[src/rtl/uart_pkg.sv]
// Shared constants and helpers for the UART receive path.
// Imported by the receive-side controller, its FIFO and the bus interface.
package uart_pkg;

  localparam int DBIT_DEFAULT       = 8;
  localparam int SB_TICK_DEFAULT    = 16;
  localparam int DVSR_115200_100MHZ = 53;

  function automatic int fifo_depth(input int addr_w);
    return 1 << addr_w;
  endfunction

endpackage

[src/rtl/uart_rx_ctrl_if.sv]
// Bus-side view of the UART receive controller: pop/clear requests plus FIFO status.
// Pop handshake: rx_empty low acts as valid and rx_data is the head; rd_uart acts as ready, and a byte is consumed only on an edge where both are true.
interface uart_rx_ctrl_if #(
  parameter int DBIT   = 8,
  parameter int FIFO_W = 2
);

  logic              rd_uart;
  logic              clr_ovr;
  logic [DBIT-1:0]   rx_data;
  logic              rx_empty;
  logic              rx_full;
  logic              rx_overrun;
  logic [FIFO_W:0]   rx_count;

  modport master (
    output rd_uart, clr_ovr,
    input  rx_data, rx_empty, rx_full, rx_overrun, rx_count
  );

  modport slave (
    input  rd_uart, clr_ovr,
    output rx_data, rx_empty, rx_full, rx_overrun, rx_count
  );

endinterface

[src/rtl/uart_rx_fifo.sv]
// Receive byte FIFO: first-word fall-through, separate occupancy count, cleared storage on reset.
// Reports a write attempt that had to be dropped so the controller can raise overrun.
module uart_rx_fifo
  import uart_pkg::*;
#(
  parameter int DBIT   = 8,
  parameter int FIFO_W = 2
) (
  input  logic              clk,
  input  logic              reset_n,
  input  logic              wr,
  input  logic [DBIT-1:0]   w_data,
  input  logic              rd,
  output logic [DBIT-1:0]   r_data,
  output logic              empty,
  output logic              full,
  output logic [FIFO_W:0]   count,
  output logic              ovr_try
);

  localparam int              DEPTH    = fifo_depth(FIFO_W);
  localparam logic [FIFO_W:0] FULL_CNT = (FIFO_W + 1)'(DEPTH);

  logic [DBIT-1:0]   mem_q [DEPTH];
  logic [DBIT-1:0]   mem_d [DEPTH];
  logic [FIFO_W-1:0] wr_ptr_q, wr_ptr_d;
  logic [FIFO_W-1:0] rd_ptr_q, rd_ptr_d;
  logic [FIFO_W:0]   count_q, count_d;
  logic              wr_en, rd_en;

  assign empty   = (count_q == '0);
  assign full    = (count_q == FULL_CNT);
  assign rd_en   = rd && !empty;
  // A pop in the same cycle frees the slot, so a full FIFO still accepts the byte.
  assign wr_en   = wr && (!full || rd_en);
  assign ovr_try = wr && full && !rd;
  assign r_data  = mem_q[rd_ptr_q];
  assign count   = count_q;

  always_comb begin
    mem_d    = mem_q;
    wr_ptr_d = wr_ptr_q;
    rd_ptr_d = rd_ptr_q;
    count_d  = count_q;
    if (wr_en) begin
      mem_d[wr_ptr_q] = w_data;
      wr_ptr_d        = wr_ptr_q + FIFO_W'(1);
    end
    if (rd_en) begin
      rd_ptr_d = rd_ptr_q + FIFO_W'(1);
    end
    case ({wr_en, rd_en})
      2'b10:   count_d = count_q + (FIFO_W + 1)'(1);
      2'b01:   count_d = count_q - (FIFO_W + 1)'(1);
      default: count_d = count_q;
    endcase
  end

  always_ff @(posedge clk or negedge reset_n) begin
    if (!reset_n) begin
      for (int i = 0; i < DEPTH; i++) begin
        mem_q[i] <= '0;
      end
      wr_ptr_q <= '0;
      rd_ptr_q <= '0;
      count_q  <= '0;
    end else begin
      mem_q    <= mem_d;
      wr_ptr_q <= wr_ptr_d;
      rd_ptr_q <= rd_ptr_d;
      count_q  <= count_d;
    end
  end

endmodule

[src/rtl/uart_rx_ctrl.sv]
// UART receive-side controller: 16x baud tick generator, receive FIFO and sticky overrun flag.
// The receiver itself lives next to this block and is driven by s_tick.
module uart_rx_ctrl
  import uart_pkg::*;
#(
  parameter int DBIT   = DBIT_DEFAULT,
  parameter int FIFO_W = 2,
  parameter int DVSR_W = 11
) (
  input  logic              clk,
  input  logic              reset_n,
  input  logic [DVSR_W-1:0] dvsr,
  output logic              s_tick,
  input  logic              rx_done_tick,
  input  logic [DBIT-1:0]   rx_dout,
  uart_rx_ctrl_if.slave     bus
);

  logic [DVSR_W-1:0] cnt_q, cnt_d;
  logic              ovr_q, ovr_d;
  logic              ovr_try;
  logic [DBIT-1:0]   fifo_data;
  logic              fifo_empty, fifo_full;
  logic [FIFO_W:0]   fifo_count;

  // Compare with >= so a divisor lowered below the running count wraps at once.
  assign s_tick = (cnt_q >= dvsr);

  always_comb begin
    cnt_d = s_tick ? '0 : cnt_q + DVSR_W'(1);
  end

  // A drop in the same cycle as a clear keeps the flag set.
  always_comb begin
    ovr_d = ovr_q;
    if (ovr_try) begin
      ovr_d = 1'b1;
    end else if (bus.clr_ovr) begin
      ovr_d = 1'b0;
    end
  end

  always_ff @(posedge clk or negedge reset_n) begin
    if (!reset_n) begin
      cnt_q <= '0;
      ovr_q <= 1'b0;
    end else begin
      cnt_q <= cnt_d;
      ovr_q <= ovr_d;
    end
  end

  uart_rx_fifo #(
    .DBIT   (DBIT),
    .FIFO_W (FIFO_W)
  ) u_fifo (
    .clk     (clk),
    .reset_n (reset_n),
    .wr      (rx_done_tick),
    .w_data  (rx_dout),
    .rd      (bus.rd_uart),
    .r_data  (fifo_data),
    .empty   (fifo_empty),
    .full    (fifo_full),
    .count   (fifo_count),
    .ovr_try (ovr_try)
  );

  assign bus.rx_data    = fifo_data;
  assign bus.rx_empty   = fifo_empty;
  assign bus.rx_full    = fifo_full;
  assign bus.rx_count   = fifo_count;
  assign bus.rx_overrun = ovr_q;

endmodule

[src/flat_wrapper.sv]
// flat-port wrapper written by rule: the top's interface ports become plain ports
module uart_rx_ctrl_flat import uart_pkg::*;
#(
  parameter int DBIT   = DBIT_DEFAULT,
  parameter int FIFO_W = 2,
  parameter int DVSR_W = 11
)
  (clk, reset_n, dvsr, s_tick, rx_done_tick, rx_dout, bus_rd_uart, bus_clr_ovr, bus_rx_data, bus_rx_empty, bus_rx_full, bus_rx_overrun, bus_rx_count);
  uart_rx_ctrl_if #(.DBIT(DBIT), .FIFO_W(FIFO_W)) bus_i ();
  input  logic clk;
  input  logic reset_n;
  input  logic [DVSR_W-1:0] dvsr;
  output logic s_tick;
  input  logic rx_done_tick;
  input  logic [DBIT-1:0] rx_dout;
  input wire logic [$bits(bus_i.rd_uart)-1:0] bus_rd_uart;
  input wire logic [$bits(bus_i.clr_ovr)-1:0] bus_clr_ovr;
  output wire logic [$bits(bus_i.rx_data)-1:0] bus_rx_data;
  output wire logic [$bits(bus_i.rx_empty)-1:0] bus_rx_empty;
  output wire logic [$bits(bus_i.rx_full)-1:0] bus_rx_full;
  output wire logic [$bits(bus_i.rx_overrun)-1:0] bus_rx_overrun;
  output wire logic [$bits(bus_i.rx_count)-1:0] bus_rx_count;
  assign bus_i.rd_uart = bus_rd_uart;
  assign bus_i.clr_ovr = bus_clr_ovr;
  assign bus_rx_data = bus_i.rx_data;
  assign bus_rx_empty = bus_i.rx_empty;
  assign bus_rx_full = bus_i.rx_full;
  assign bus_rx_overrun = bus_i.rx_overrun;
  assign bus_rx_count = bus_i.rx_count;
  uart_rx_ctrl #(.DBIT(DBIT), .FIFO_W(FIFO_W), .DVSR_W(DVSR_W)) u_core (.clk(clk), .reset_n(reset_n), .dvsr(dvsr), .s_tick(s_tick), .rx_done_tick(rx_done_tick), .rx_dout(rx_dout), .bus(bus_i));
endmodule
[config.mk]
export PLATFORM = sky130hd
export DESIGN_NAME = uart_rx_ctrl_flat
export DESIGN_NICKNAME = d
export VERILOG_FILES = /design/src/rtl/uart_pkg.sv /design/src/rtl/uart_rx_ctrl_if.sv /design/src/rtl/uart_rx_fifo.sv /design/src/rtl/uart_rx_ctrl.sv /design/src/flat_wrapper.sv
export SDC_FILE = /design/constraint.sdc
export NUM_CORES = 1
export LEC_CHECK = 0
export BUFFER_PORTS_ARGS = -buffer_cell sky130_fd_sc_hd__buf_2
export CAP_MARGIN = 10
export CORE_MARGIN = 8
export CORE_UTILIZATION = 45
export CTS_CLUSTER_SIZE = 28
export DETAILED_ROUTE_END_ITERATION = 7
export GPL_ROUTABILITY_DRIVEN = 0
export PLACE_DENSITY_LB_ADDON = 0.3
export SYNTH_ARGS = -nofsm -noshare
export SYNTH_HDL_FRONTEND = slang
export SYNTH_SLANG_ARGS = --single-unit
[constraint.sdc]
create_clock -name clk -period 3.7 [get_ports clk]
set_clock_uncertainty 0.05 [all_clocks]
set_input_delay 0.185 -clock clk [delete_from_list [all_inputs] [get_ports clk]]
set_output_delay 0.185 -clock clk [all_outputs]
set_load 0.02 [all_outputs]
### After elaboration in Yosys (flattened, before gate mapping)

Cells that the tools add are included.

* equality and inequality tests: 3
* reductions and logical operators: 12
* $lt $le $gt $ge: 4
* bitwise operators: 2
* muxes and demuxes: 10
* add/subtract/negate cells: 5

Operators with widths (count)
* bitwise mux 32 bit: 1
* 2-to-1 mux 8 bit: 3
* binary-select mux 8 bit (select 2 bit): 1
* demux 8 bit (select 2 bit): 1
* adder 11 x 1 -> 11 bit (second input constant): 1
* greater-or-equal comparator 11 bit: 1
* 2-to-1 mux 11 bit: 1
* greater-or-equal comparator 3 bit (second input constant): 2
* inverter 2 -> 3 bit: 2
* one-hot mux 3 bit (2 select lines): 1
* logical AND 1 bit: 5
* adder 2 x 1 -> 2 bit (second input constant): 2
* nonzero test 2 bit: 2
* adder 3 x 1 -> 3 bit (second input constant): 1
* == test 3 bit (second input constant): 1
* logical NOT 1 bit: 3
* logical NOT 3 bit: 1
* less-than comparator 3 x 1 -> 1 bit (second input constant): 1
* subtractor 3 x 1 -> 3 bit (second input constant): 1
* == test 2 x 1 -> 1 bit (second input constant): 1
* == test 2 bit (second input constant): 1
* 2-to-1 mux 1 bit: 2
* logical OR 1 bit: 1

* register bits after elaboration: 51
* logic and storage cells: 45
* bits of input ports: 24

### Longest topological paths before layout

* depth in word-level cells: 7
* gate-level depth with buffers: 8

### By module

Synthesis repeated with hierarchy kept, for this count alone.

* cell total of the unflattened synthesis: 203
* area, all modules: 2597.5 sq um

By module, submodules not included
* uart_rx_fifo: area an instance 1809.2 sq um, cells an instance 116, times used 1
* uart_rx_ctrl: area an instance 788.3 sq um, cells an instance 87, times used 1

### Worst setup path before layout

OpenSTA, ideal clock, no wires.

* path type: reg-to-reg
* start point: register u_core.u_fifo.count_q[1] (netlist: u_core.u_fifo.count[1])
* end point: register u_core.u_fifo.count_q[1] (netlist: u_core.u_fifo.count[1])
* setup slack: 1.312 ns
* library setup time: 0.087 ns
* stages on the path, launching flop included: 8
* buffers on the path: 0
* arrival time: 2.251 ns
* cell sequence: dfrtp_1 -> nor3_1 -> nand2b_1 -> nand2b_1 -> fa_1 -> a211oi_1 -> o21ai_0 -> a22oi_1

* word-level cells in the longest chain between the ends: 7

Ends and longest elaborated chain
* start: declaration: RTL line uart_rx_fifo.sv:28 `logic [FIFO_W:0] count_q, count_d;`
* start signal: assignment: RTL line uart_rx_fifo.sv:71 `count_q <= count_d;`
* logical NOT 3 bit *: RTL line uart_rx_fifo.sv:31 `assign empty = (count_q == '0);`
* net bus_rx_empty: RTL line flat_wrapper.sv:19 `output wire logic [$bits(bus_i.rx_empty)-1:0] bus_rx_empty;`
* logical NOT 1 bit *: RTL line uart_rx_fifo.sv:33 `assign rd_en = rd && !empty;`
* logical AND 1 bit *: RTL line uart_rx_fifo.sv:33
* logical OR 1 bit: RTL line uart_rx_fifo.sv:35 `assign wr_en = wr && (!full || rd_en);`
* logical AND 1 bit: RTL line uart_rx_fifo.sv:35
* == test 2 x 1 -> 1 bit or == test 2 bit (tied branches): RTL line uart_rx_fifo.sv:52 `case ({wr_en, rd_en})`
* one-hot mux 3 bit (2 select lines) or nonzero test 2 bit (tied branches)

The timed path passes the listed nets; every way through them passes the cells marked *.
A chain may end at the register's enable or synchronous reset.

### Worst setup path after layout

* start point: register u_core.cnt_q[9]
* end point: output port s_tick

* word-level cells in the longest chain between the ends: 1

Ends and longest elaborated chain
* start: declaration: RTL line uart_rx_ctrl.sv:19 `logic [DVSR_W-1:0] cnt_q, cnt_d;`
* start signal: assignment: RTL line uart_rx_ctrl.sv:48 `cnt_q <= cnt_d;`
* greater-or-equal comparator 11 bit: RTL line uart_rx_ctrl.sv:27 `assign s_tick = (cnt_q >= dvsr);`
* end: declaration: RTL line flat_wrapper.sv:13 `output logic s_tick;`

Every way passes these cells.

==> results.sh <==
export IMPL_netlist_area_um2=2750
export IMPL_wirelength_um=5000
export IMPL_die_h_um=94.1
export IMPL_crit_path_end_kind="primary output"
export IMPL_synth_ff_type="dfrtp_1"
export IMPL_clockBufferDepth=2
export IMPL_synthTopCellsByArea="dfrtp_1 (46%), mux2_2 (13%), ha_1 (7.3%)"
export IMPL_port_buffer_count=38
export IMPL_clkSinkCount=51
export IMPL_synth_fp_nets=255
export IMPL_cp_start_kind="flip-flop"
export IMPL_grt_pass1_vias=1900
export IMPL_ys_ff_latch=51
export IMPL_place_area_um2=3010
export IMPL_period_needed_ns=2.45
export IMPL_drive_gt1_share_pct=35.9
export IMPL_ys_seq_area_share_pct=46.5
export IMPL_p_per_area_nw_per_um2=800
export IMPL_clock_fmax_mhz=408
export IMPL_status="complete, no violations"
export IMPL_insertion_delay_ns=0.29
export IMPL_cts_buffers_inserted=5
export IMPL_hold_class="in -> reg"
export IMPL_synth_distinct_cells=41
export IMPL_root_buffer="clkbuf_8"
export IMPL_design_area_um2=3120
export IMPL_setup_tns_ns=0
export IMPL_grt_pass1_wl_um=8950
export IMPL_layout_commonest_cell="dfrtp_1"
export IMPL_setup_violations=0
export IMPL_die_width_um=94.1
export IMPL_antenna_left=0
export IMPL_cp_arrival_ns=2.21
export IMPL_dr_total_vias=1740
export IMPL_leakagePower_nw=1.44
export IMPL_clk_pin_slew_ns=0.09
export IMPL_fin_crit_sh_pct=66.2
export IMPL_synth_edf_count=0
export IMPL_io_pins=39
export IMPL_drtIter0Drc=52
export IMPL_most_common_layout_cells="dfrtp_1 (51), buf_2 (38), mux2_2 (31), inv_1 (19), ha_1 (16)"
export IMPL_hold_violations=0
export IMPL_cp_required_ns=3.46
export IMPL_netlist_area_leader_share_pct=46.5
export IMPL_syn_instance_count=214
export IMPL_hpwl_um=3700
export IMPL_num_rows=28
export IMPL_track_usage_pct=12.6
export IMPL_start_util_pct=46.4
export IMPL_grt_max_degree=52
export IMPL_fin_nets=296
export IMPL_antenna_found_initial=0
export IMPL_dp_slack_ns=1.59
export IMPL_area_delta_synth_final_pct=13.7
export IMPL_grt_ovfl_total=0
export IMPL_cts_max_level=2
export IMPL_path_max_fanout=13
export IMPL_drt_pass1_iterations=4
export IMPL_vdd_drop_max_mv=0.391
export IMPL_fill_cells=531
export IMPL_vias_per_cell=5.26
export IMPL_antennaDiodeCount=0
export IMPL_yosysTopAreaCell="dfrtp_1"
export IMPL_async_reset_ff_share_pct=100
export IMPL_maxCapViolCount=0
export IMPL_dieArea_um2=8860
export IMPL_worst_pin_slew_ns=0.800
export IMPL_core_area_um2=5920
export IMPL_tritoncts="yes"
export IMPL_slew_headroom_pct=46.7
export IMPL_avgSynthCellArea_um2=12.8
export IMPL_grt_setup_unrepaired="no"
export IMPL_drc=0
export IMPL_cts_repair_resized=0
export IMPL_setup_ws_ns=1.25
export IMPL_yosysWarnings=0
export IMPL_critPathKind="reg -> out"
export IMPL_slew_viol_final=0
export IMPL_wl_per_cell_um=15.1
==> what timing repair did <==
action                                  in CTS  in global routing
hold endpoints to repair                    51                  0
hold buffers                                 1                  0
setup buffers                                0                  0
endpoints found under the setup margin       0                  0
==> flip-flops by register name, indices dropped and copies added (netlist names) <==
signal                  cells
u_core.u_fifo.count         3
u_core.cnt_q               11
u_core.u_fifo.mem_q        32
u_core.bus.rx_overrun       1
u_core.u_fifo.rd_ptr_q      2
u_core.u_fifo.wr_ptr_q      2
==> routing by layer <==
metal  global-route usage [%]  wire length [um]  up-vias
met5                        0                 0        -
met4                     2.38                33        0
met3                     4.32               269        2
met2                     20.3              2430       28
met1                     16.0              2260      853
li1                         -                 -      857
==> metrics by stage <==
stage / total power, mW / hold WS, ns / util, % / cells
2_1_floorplan: 1.89 / -0.161 / - / 214
3_3_place_gp: 2.16 / 0.287 / 50.9 / 322
3_5_place_dp: 2.20 / 0.291 / 50.9 / 322
4_1_cts: 2.54 / 0.0247 / 52.7 / 331
5_1_grt: 2.70 / 0.0228 / 52.7 / 331
6_report: 2.50 / 0.0334 / 52.7 / 331
==> path summary, 6_finish.rpt <==
| check | start | endpoint | slack (ns) | cells past startpoint |
|---|---|---|---|---|
| min | bus_clr_ovr | u_core.bus.rx_overrun | 0.03 | 2 |
| max | u_core.cnt_q[9] | s_tick | 1.25 | 7 |
| min in group asynchronous | reset_n | u_core.u_fifo.mem_q[27] | 0.46 | 3 |
| min reg2reg | u_core.u_fifo.mem_q[2] | u_core.u_fifo.mem_q[2] | 0.46 | 1 |
| max in group asynchronous | reset_n | u_core.cnt_q[10] | 2.70 | 3 |
| max reg2reg | u_core.u_fifo.count[1] | u_core.u_fifo.mem_q[5] | 1.60 | 4 |
==> synthesized netlist by cell type, types with 2 or more instances <==
cell type / instances
a21o_1: 4
mux4_2: 8
ha_1: 16
and2_1: 2
a21oi_1: 2
nand2b_1: 3
o21ai_0: 5
xnor2_1: 7
clkbuf_1: 5
inv_1: 19
nor2_1: 2
nand4_1: 4
nand3_1: 2
nor3_1: 3
xor2_1: 7
and3_1: 2
mux2_2: 31
dfrtp_1: 51
nand2_1: 5
a211oi_1: 12
nand2_8: 4
==> cell type report <==
class | count | area (um^2) | share of cell area [%]
Multi-Input combinational cell | 136 | 1360 | 43.5
Sequential cell | 51 | 1280 | 40.9
Timing Repair Buffer | 42 | 223 | 7.13
Tap cell | 75 | 93.8 | 3.00
Clock buffer | 6 | 82.6 | 2.64
Inverter | 19 | 71.3 | 2.28
Clock inverter | 2 | 16.3 | 0.521
==> kinds of logic (layout without fill, tap and decap cells) <==
logic type               count (synthesis)  after routing  synth area share [%]
flip-flops                              51             51                  46.5
multiplexers                            41             41                  20.0
AO/OA/AOI/OAI                           32             32                  8.20
AND/OR/NAND/NOR                         32             32                  8.79
buffers and inverters                   27             69                  4.01
adder cells (fa/ha/maj)                 17             17                  8.02
XOR/XNOR                                14             14                  4.46
==> report_power, final <==
part,total [mW],switching [mW],internal [mW]
registers,1.05,0.228,0.818
clock network,0.334,0.181,0.153
logic,1.12,0.529,0.588
total,2.50,0.938,1.56
==> worst max-delay path, cell delays in order, from the launching register on <==
cell	delay (ns)
dfrtp_1	0.41
ha_1	0.30
and3_1	0.46
nand2_1	0.09
o21ai_0	0.19
buf_4	0.22
a21o_1	0.09
buf_2	0.15
No activity file was read; power rests on OpenSTA's default activity.
